`src/rtl/spi_master_if.sv`:
```
// SPI master bundle: start/ready word handshake, receive word, and the four SPI pins.
// Latency: none, signals only.
// Backpressure: ready gates start; there is no backpressure on rx_valid.
interface spi_master_if #(
    parameter int DATA_WIDTH = 16
);
    logic                  start;
    logic [DATA_WIDTH-1:0] tx_data;
    logic                  ready;
    logic [DATA_WIDTH-1:0] rx_data;
    logic                  rx_valid;
    logic                  sclk;
    logic                  cs_n;
    logic                  mosi;
    logic                  miso;

    // Controller side: owns the pins and the receive word.
    modport master (
        input  start,
        input  tx_data,
        input  miso,
        output ready,
        output rx_data,
        output rx_valid,
        output sclk,
        output cs_n,
        output mosi
    );

    // User/peripheral side: issues words and drives miso.
    modport slave (
        output start,
        output tx_data,
        output miso,
        input  ready,
        input  rx_data,
        input  rx_valid,
        input  sclk,
        input  cs_n,
        input  mosi
    );
endinterface

```
`src/rtl/spi_master.sv`:
```
// Single-frame SPI mode-0 master (MSB first), sclk derived from clk by an integer divider.
// Latency: accept to rx_valid is CLK_DIV*(1+2*DATA_WIDTH) clk cycles; ready returns GAP_CYCLES later.
// Backpressure: ready is low for the whole frame plus gap; a start seen while busy is dropped, never queued.
module spi_master #(
    parameter int DATA_WIDTH = 16,
    parameter int CLK_DIV    = 8,
    parameter int GAP_CYCLES = 8
) (
    input  logic         clk,
    input  logic         rst_n,
    spi_master_if.master bus
);
    localparam int CNT_MAX = (CLK_DIV > GAP_CYCLES) ? CLK_DIV : GAP_CYCLES;
    localparam int CW      = $clog2(CNT_MAX);
    localparam int BW      = $clog2(DATA_WIDTH) + 1;

    localparam logic [CW-1:0] DIV_LOAD = CW'(CLK_DIV - 1);
    localparam logic [CW-1:0] GAP_LOAD = CW'(GAP_CYCLES - 1);
    localparam logic [BW-1:0] BIT_LAST = BW'(DATA_WIDTH);

    typedef enum logic [2:0] {
        IDLE  = 3'd0,
        SETUP = 3'd1,
        SHIFT = 3'd2,
        HOLD  = 3'd3,
        GAP   = 3'd4
    } state_t;

    state_t                state;
    state_t                state_nxt;
    logic [CW-1:0]         cnt;
    logic [BW-1:0]         bit_cnt;
    logic [DATA_WIDTH-1:0] tx_sr;
    logic [DATA_WIDTH-1:0] rx_sr;
    logic                  miso_meta;
    logic                  miso_sync;

    // Control strobes decoded from state and the divider terminal count.
    logic tick;
    logic load;
    logic rise;
    logic fall;
    logic done;
    logic park;

    assign tick = (cnt == '0);

    // Two-flop synchronizer for the asynchronous miso pin.
    always_ff @(posedge clk or negedge rst_n) begin
        if (!rst_n) begin
            miso_meta <= 1'b0;
            miso_sync <= 1'b0;
        end else begin
            miso_meta <= bus.miso;
            miso_sync <= miso_meta;
        end
    end

    // State register.
    always_ff @(posedge clk or negedge rst_n) begin
        if (!rst_n) begin
            state <= IDLE;
        end else begin
            state <= state_nxt;
        end
    end

    // Next-state and strobe decode; every phase ends on the divider terminal count.
    always_comb begin
        state_nxt = state;
        load      = 1'b0;
        rise      = 1'b0;
        fall      = 1'b0;
        done      = 1'b0;
        park      = 1'b0;
        case (state)
            IDLE: begin
                if (bus.start) begin
                    load      = 1'b1;
                    state_nxt = SETUP;
                end
            end
            SETUP: begin
                if (tick) begin
                    rise      = 1'b1;
                    state_nxt = SHIFT;
                end
            end
            SHIFT: begin
                if (tick) begin
                    if (bus.sclk) begin
                        fall = 1'b1;
                        if (bit_cnt == BIT_LAST) begin
                            state_nxt = HOLD;
                        end
                    end else begin
                        rise = 1'b1;
                    end
                end
            end
            HOLD: begin
                if (tick) begin
                    done      = 1'b1;
                    state_nxt = GAP;
                end
            end
            GAP: begin
                // The gap's last edge is the edge that enters IDLE; a start already
                // present there is taken on that same edge so held-start frames run
                // at the minimum CLK_DIV*(1+2*DATA_WIDTH)+GAP_CYCLES period.
                if (tick) begin
                    if (bus.start) begin
                        load      = 1'b1;
                        state_nxt = SETUP;
                    end else begin
                        park      = 1'b1;
                        state_nxt = IDLE;
                    end
                end
            end
            default: begin
                state_nxt = IDLE;
            end
        endcase
    end

    // Divider: reloads on accept and at every phase boundary, counts down otherwise.
    always_ff @(posedge clk or negedge rst_n) begin
        if (!rst_n) begin
            cnt <= '0;
        end else if (load) begin
            cnt <= DIV_LOAD;
        end else if (state != IDLE) begin
            if (tick) begin
                cnt <= done ? GAP_LOAD : DIV_LOAD;
            end else begin
                cnt <= cnt - CW'(1);
            end
        end
    end

    // Datapath and pins: shift registers, bit counter and all registered outputs.
    always_ff @(posedge clk or negedge rst_n) begin
        if (!rst_n) begin
            bit_cnt      <= '0;
            tx_sr        <= '0;
            rx_sr        <= '0;
            bus.ready    <= 1'b1;
            bus.cs_n     <= 1'b1;
            bus.sclk     <= 1'b0;
            bus.mosi     <= 1'b0;
            bus.rx_data  <= '0;
            bus.rx_valid <= 1'b0;
        end else begin
            bus.rx_valid <= done;
            if (load) begin
                tx_sr     <= bus.tx_data;
                rx_sr     <= '0;
                bit_cnt   <= '0;
                bus.cs_n  <= 1'b0;
                bus.mosi  <= bus.tx_data[DATA_WIDTH-1];
                bus.ready <= 1'b0;
            end
            if (park) begin
                bus.ready <= 1'b1;
            end
            if (rise) begin
                bus.sclk <= 1'b1;
                rx_sr    <= {rx_sr[DATA_WIDTH-2:0], miso_sync};
                bit_cnt  <= bit_cnt + BW'(1);
            end
            if (fall) begin
                bus.sclk <= 1'b0;
                tx_sr    <= {tx_sr[DATA_WIDTH-2:0], 1'b0};
                // After the last bit the line is parked low for the hold phase.
                bus.mosi <= (bit_cnt == BIT_LAST) ? 1'b0 : tx_sr[DATA_WIDTH-2];
            end
            if (done) begin
                bus.cs_n    <= 1'b1;
                bus.rx_data <= rx_sr;
            end
        end
    end
endmodule

```
`src/flat_wrapper.sv`:
```
// flat-port wrapper written by rule: the top's interface ports become plain ports
module spi_master_flat 
#(
    parameter int DATA_WIDTH = 16,
    parameter int CLK_DIV    = 8,
    parameter int GAP_CYCLES = 8
)
  (clk, rst_n, bus_start, bus_tx_data, bus_miso, bus_ready, bus_rx_data, bus_rx_valid, bus_sclk, bus_cs_n, bus_mosi);
  spi_master_if #(.DATA_WIDTH(DATA_WIDTH)) bus_i ();
  input  logic clk;
  input  logic rst_n;
  input wire logic [$bits(bus_i.start)-1:0] bus_start;
  input wire logic [$bits(bus_i.tx_data)-1:0] bus_tx_data;
  input wire logic [$bits(bus_i.miso)-1:0] bus_miso;
  output wire logic [$bits(bus_i.ready)-1:0] bus_ready;
  output wire logic [$bits(bus_i.rx_data)-1:0] bus_rx_data;
  output wire logic [$bits(bus_i.rx_valid)-1:0] bus_rx_valid;
  output wire logic [$bits(bus_i.sclk)-1:0] bus_sclk;
  output wire logic [$bits(bus_i.cs_n)-1:0] bus_cs_n;
  output wire logic [$bits(bus_i.mosi)-1:0] bus_mosi;
  assign bus_i.start = bus_start;
  assign bus_i.tx_data = bus_tx_data;
  assign bus_i.miso = bus_miso;
  assign bus_ready = bus_i.ready;
  assign bus_rx_data = bus_i.rx_data;
  assign bus_rx_valid = bus_i.rx_valid;
  assign bus_sclk = bus_i.sclk;
  assign bus_cs_n = bus_i.cs_n;
  assign bus_mosi = bus_i.mosi;
  spi_master #(.DATA_WIDTH(DATA_WIDTH), .CLK_DIV(CLK_DIV), .GAP_CYCLES(GAP_CYCLES)) u_core (.clk(clk), .rst_n(rst_n), .bus(bus_i));
endmodule
```
`config.mk`:
```
export PLATFORM = sky130hd
export DESIGN_NAME = spi_master_flat
export DESIGN_NICKNAME = d
export VERILOG_FILES = /design/src/rtl/spi_master_if.sv /design/src/rtl/spi_master.sv /design/src/flat_wrapper.sv
export SDC_FILE = /design/constraint.sdc
export NUM_CORES = 1
export LEC_CHECK = 0
export CAP_MARGIN = 20
export CELL_PAD_IN_SITES_DETAIL_PLACEMENT = 2
export CELL_PAD_IN_SITES_GLOBAL_PLACEMENT = 2
export CORE_MARGIN = 1
export CORE_UTILIZATION = 39
export CTS_CLUSTER_DIAMETER = 40
export DETAILED_ROUTE_END_ITERATION = 7
export PLACE_DENSITY = 0.95
export REMOVE_ABC_BUFFERS = 1
export SYNTH_ARGS = -nofsm -noshare
export SYNTH_HDL_FRONTEND = slang
export SYNTH_SLANG_ARGS = --single-unit
```
`constraint.sdc`:
```
create_clock -name clk -period 3.67 [get_ports clk]
set_clock_uncertainty 0.2 [all_clocks]
set_input_delay 0.367 -clock clk [delete_from_list [all_inputs] [get_ports clk]]
set_output_delay 0.367 -clock clk [all_outputs]
set_load 0.05 [all_outputs]
```
# --- Yosys cells after proc, flatten, opt, wreduce, memory -nomap -nowiden ---
# Index checks and enable logic that the tools add are counted.
totals:
  reg_bits: 65
  latch_bits: 0
  ram_bits: 0
  mem_bits_ro: 0
  out_inout_bits: 21
  word_cells: 77
  n_memories: 0
classes:
  addsub: 2
  multipliers: 0
  div: 0
  n_lt_le_gt_ge: 0
  eq_ne: 12
  shift: 0
  muxes: 40
  bitwise_logic: 0
  n_reduce_logical: 10
ops:
  columns: ["operator", "n"]
  rows:
  - ["$mux 16", 2]
  - ["$mux 15", 2]
  - ["$mux 3", 10]
  - ["$mux 1", 21]
  - ["$pmux 3 s5", 1]
  - ["$ne 2x1->1 const B", 6]
  - ["$reduce_bool 2->1", 6]
  - ["$mux 5", 2]
  - ["$reduce_and 7->1", 1]
  - ["$eq 3x2->1 const B", 2]
  - ["$logic_not 3->1", 2]
  - ["$add 5x1->5 const B", 1]
  - ["$eq 5x5->1 const B", 1]
  - ["$pmux 1 s2", 2]
  - ["$eq 3x1->1 const B", 1]
  - ["$eq 3x3->1 const B", 1]
  - ["$reduce_bool 3->1", 1]
  - ["$sub 3x1->3 const B", 1]
  - ["$ne 2x2->1 const B", 1]

# --- Depth between registers and ports, before layout ---
depth:
  ltp_word: 5
  ltp_mapped: 9
  mapped_depth_nobuf: 6

# --- Worst setup path before layout ---
# OpenSTA, ideal clock, no wires.
synth_timing:
  path_type: "reg2reg"
  from: "register u_core.cnt[0]"
  to: "register u_core.bus.mosi"
  setup_ns: 0.126
  arrival_time_ns: 1.703
  required_time_ns: 3.344
  path_slack_ns: 1.641
  stages_incl_launch_ff: 8
  path_buffers: 1
  period_less_slack_ns: 2.029
  cell_sequence: "dfrtp_1 > inv_1 > ha_1 > nor2b_1 > and4b_1 > buf_2 > nor2_2 > a221o_1"
synth_via:
  elab_chain_cells: 4
synth_rtl:
  columns: ["element", "line", "rtl"]
  rows:
  - ["start, declared", "spi_master.sv:31", "logic [CW-1:0] cnt;"]
  - ["start signal, assigned", "spi_master.sv:135", "cnt <= done ? GAP_LOAD : DIV_LOAD;"]
  - ["start signal, assigned", "spi_master.sv:137", "cnt <= cnt - CW'(1);"]
  - ["$logic_not 3->1 *", "spi_master.sv:46", "assign tick = (cnt == '0);"]
  - ["$mux 1 (on tied branches)", "spi_master.sv:111, spi_master.sv:90", null]
  - ["$pmux 1 s2 / $mux 1 (equally long branches)", "spi_master.sv:76", "case (state)"]
  - ["$reduce_bool 2->1 (no source line) / $mux 1 (equally long branches)", null, null]
  - ["end signal, assigned", "spi_master.sv:161", "bus.mosi <= bus.tx_data[DATA_WIDTH-1];"]
  - ["end signal, assigned", "spi_master.sv:176", "bus.mosi <= (bit_cnt == BIT_LAST) ? 1'b0 : tx_sr[DATA_WIDTH-2];"]
  - ["end, declared", "spi_master_if.sv:27", "output mosi"]
# Every way passes the cells marked *; elsewhere a longest branch is shown, timed or not.
# A chain may end at the register's enable or synchronous reset.

# --- Worst setup path in the final report ---
layout_timing:
  from: "register u_core.cnt[1]"
  to: "register u_core.bus.mosi"
# Same word-level chain as after synthesis.

==> metrics.txt <==
Slew headroom 41.7%; CP required 3.69 ns; Port Buffer Count 40; Longest Clk Path Bufs 2; Yosys warnings 0; first-pass GRT wire length 11900 microns; final core utilization 48.7%; WL met2 3920 microns; cell row count 31; pins over their slew limit 0; CTS root buf clkbuf_8; worst path bufs/invs 1; Worst R2R Path Depth 6; period utilization 71.3%; post-synthesis compound-gate area fraction 14.2%; CTS buffer count 9; Hold Crit Class flop to flop; n_diodes 0; Worst Tran Pin Value 0.874 ns; antenna violations before repair 0; Clk pwr share 20.6%; final hold vios 0; share of cells above drive strength 1 18.3%; Avg Synthesized Cell Area 11.9 sq um; leakage 1.71 nW; DP HPWL 4720 microns; Reg power frac 41.0%; delay of the slowest critical-path stage 0.61 ns; # IOs 41; sw frac 40.1%; Yosys cell types 42; FF+latch count, synth 65; FF-to-FF Start u_core.cnt[1]; wl on met1 about 3100 microns; share of flip-flops with an asynchronous set or reset 100%; Post-Syn Instances 245; core region area 7210 sq um; crit start category flop; Post-Synth Adder-Cell Area under 10%; combinational share of power a little under two fifths; GPL Wtd Cong 0.740; TritonCTS clock tree built; initial DRC count 119; met3 wire len 154 microns; top sig layer met4; mux cell area share after synthesis 6.20%; HP Start u_core.miso_meta; Reg clk slew, reported paths 0.07 ns; RSZ-0062 raised after global routing false; vias after detailed routing 2012; drt first pass iters 4; H-tree depth 3; Initial Util 40.3%; worst-case vdd ir drop approximately 350 uV; outcome completed; area delta synth->final 20.8%; post-route ant nets 0; die height 88.3 microns; Clock Latency Late Sink 0.34 ns; Layout Nets just over 300; TNS Setup 0 ns; slowest cell on the critical path a21oi_4; Synth Area in Simple Gates about 16%; switching power 1.08 mW; drt wl/cell 18.8 microns; detailed-route DRC error count 0; worst-path fanout max 20; Tot GR Track Use 20.8%; largest family of logic cells by synthesized area simple AND/OR/NAND/NOR gates; Crit. End Element flop; routed wire length 7300 microns; Worst Hold End u_core.miso_sync; reg-to-reg setup timing slack 1.05 ns; clock sinks 65; Achievable Freq 382 MHz; Primary FF master, synth dfrtp_1; r2r endpoint u_core.bus.mosi; register area share after synthesis 56.0%; xor/xnor share of the synthesized area 0.904%; EDFF count, synth 0; crit path kind flop to flop; via/cell ratio 5.19; crit path DAT between 2 and 3 ns; crit-path cells inv_1, ha_1, nand2b_1, a21oi_4, nor2_2, a221o_1; die span in x 88.3 microns; Max-Cap Viols 0; internal power 1.61 mW; largest net degree at the start of global routing 46; Worst path top cell family by delay compound AO/OA/AOI/OAI gates; total gr overflow 0; die area roughly 7800 sq um; vias in the first global route roughly 2300; power density over the cells 767 nW/um^2; Final min period 2.62 ns; Final Setup Violations 0; Hold Crit Depth 0; Netlist Area Pre-Place 2910 sq um
synthesized netlist by cell type, types with 4 or more instances:
| cell type | number | area share [%] |
|---|---|---|
| dfrtp_1 | 63 | 54 |
| nand2_1 | 41 | 5.3 |
| a22o_1 | 17 | 5.1 |
| mux2_2 | 16 | 6.2 |
| a21o_1 | 15 | 3.9 |
| nand3_1 | 12 | 2.1 |
| nand3_2 | 8 | 2.8 |
| buf_2 | 7 | 1.2 |
| nor2_1 | 7 | 0.90 |
| buf_6 | 5 | 1.9 |
| inv_1 | 5 | 0.65 |
| a21oi_1 | 4 | 0.69 |
| ha_1 | 4 | 1.7 |
| nor2b_1 | 4 | 0.86 |
power by group through the flow:
stage	clock network (mW)	logic, mW	registers [mW]
final	0.555	1.03	1.11
after global routing	0.598	1.10	1.13
after CTS	0.570	1.05	1.11
after detailed placement	0	1.02	1.11
after global placement	0	0.970	1.09
after floorplan	0	0.391	1.37
logic make-up after synthesis:
family          count (synthesis)
simple gates                   85
flops                          65
compound gates                 50
buf+inv                        22
mux                            16
fa+ha+maj                       4
xor+xnor                        3
routing by layer:
layer  global-route usage, %  up-vias
met1                    24.9     1044
met3                    3.17        9
li1                        -      927
met5                       0        -
met2                    36.7       32
met4                    9.82        0
sequential cells by signal, indices dropped and copies added, names as in the netlist, 3 cells and up:
| name | count |
|---|---|
| u_core.bit_cnt | 5 |
| u_core.bus.rx_data | 16 |
| u_core.cnt | 3 |
| u_core.rx_sr | 16 |
| u_core.state | 3 |
| u_core.tx_sr | 15 |
placed cells by master (no fill, tap or decap), types with 3 or more instances in the layout:
master | Yosys | routed
ha_1 | 4 | 4
nand2_1 | 41 | 41
nor2b_1 | 4 | 4
clkdlybuf4s50_1 | 0 | 39
o31ai_1 | 3 | 3
a22o_1 | 17 | 17
dfrtp_1 | 63 | 63
buf_4 | 1 | 4
nand3_1 | 12 | 12
clkbuf_8 | 0 | 11
mux2_2 | 16 | 16
nand3_2 | 8 | 8
a21o_1 | 15 | 15
nor2_1 | 7 | 7
inv_1 | 5 | 5
a21oi_1 | 4 | 4
final cells by class:
type	instances	area (sq um)
Inverter	5	18.8
Timing Repair Buffer	45	435
Fill cell	738	3700
Sequential cell	65	1630
Multi-Input combinational cell	158	1130
Clock buffer	13	159
Tap cell	99	124
Clock inverter	3	17.5
what timing repair did:
action	CTS	global route
endpoints found under the setup margin	0	0
buffers inserted	0	0
hold buffers	1	0
hold endpoints to repair	18	0
resized for setup	0	0
worst reg2reg max path, stage by stage (launching register included):
cell and delay, ns:
dfrtp_1 0.40, inv_1 0.10, ha_1 0.20, nand2b_1 0.27, a21oi_4 0.61, nor2_2 0.29, a221o_1 0.42
worst max path at each step:
stage	startpoint	end	slack, ns	cells after the start
2_1_floorplan	u_core.bus.sclk	u_core.bit_cnt[2]	1.33	4
3_3_place_gp	bus_start	u_core.bus.mosi	0.90	5
3_5_place_dp	bus_start	u_core.bus.mosi	0.79	5
4_1_cts	u_core.cnt[0]	u_core.bus.mosi	1.03	6
5_1_grt	u_core.cnt[1]	u_core.bus.mosi	0.90	6
6_report	u_core.cnt[1]	u_core.bus.mosi	1.05	6
metrics by stage:
stage                     area, sq um  instances  setup slack [ns]  hold slack (ns)  power (mW)
final                            3510        388              1.05            0.157        2.69
after global routing             3510        388             0.904            0.168        2.83
after CTS                        3510        388              1.03            0.158        2.72
after detailed placement         3330        371             0.795            0.141        2.13
after global placement           3330        371             0.898            0.134        2.06
after floorplan                  2780        228              1.33           -0.129        1.76
(Power assumes the default switching activity.)
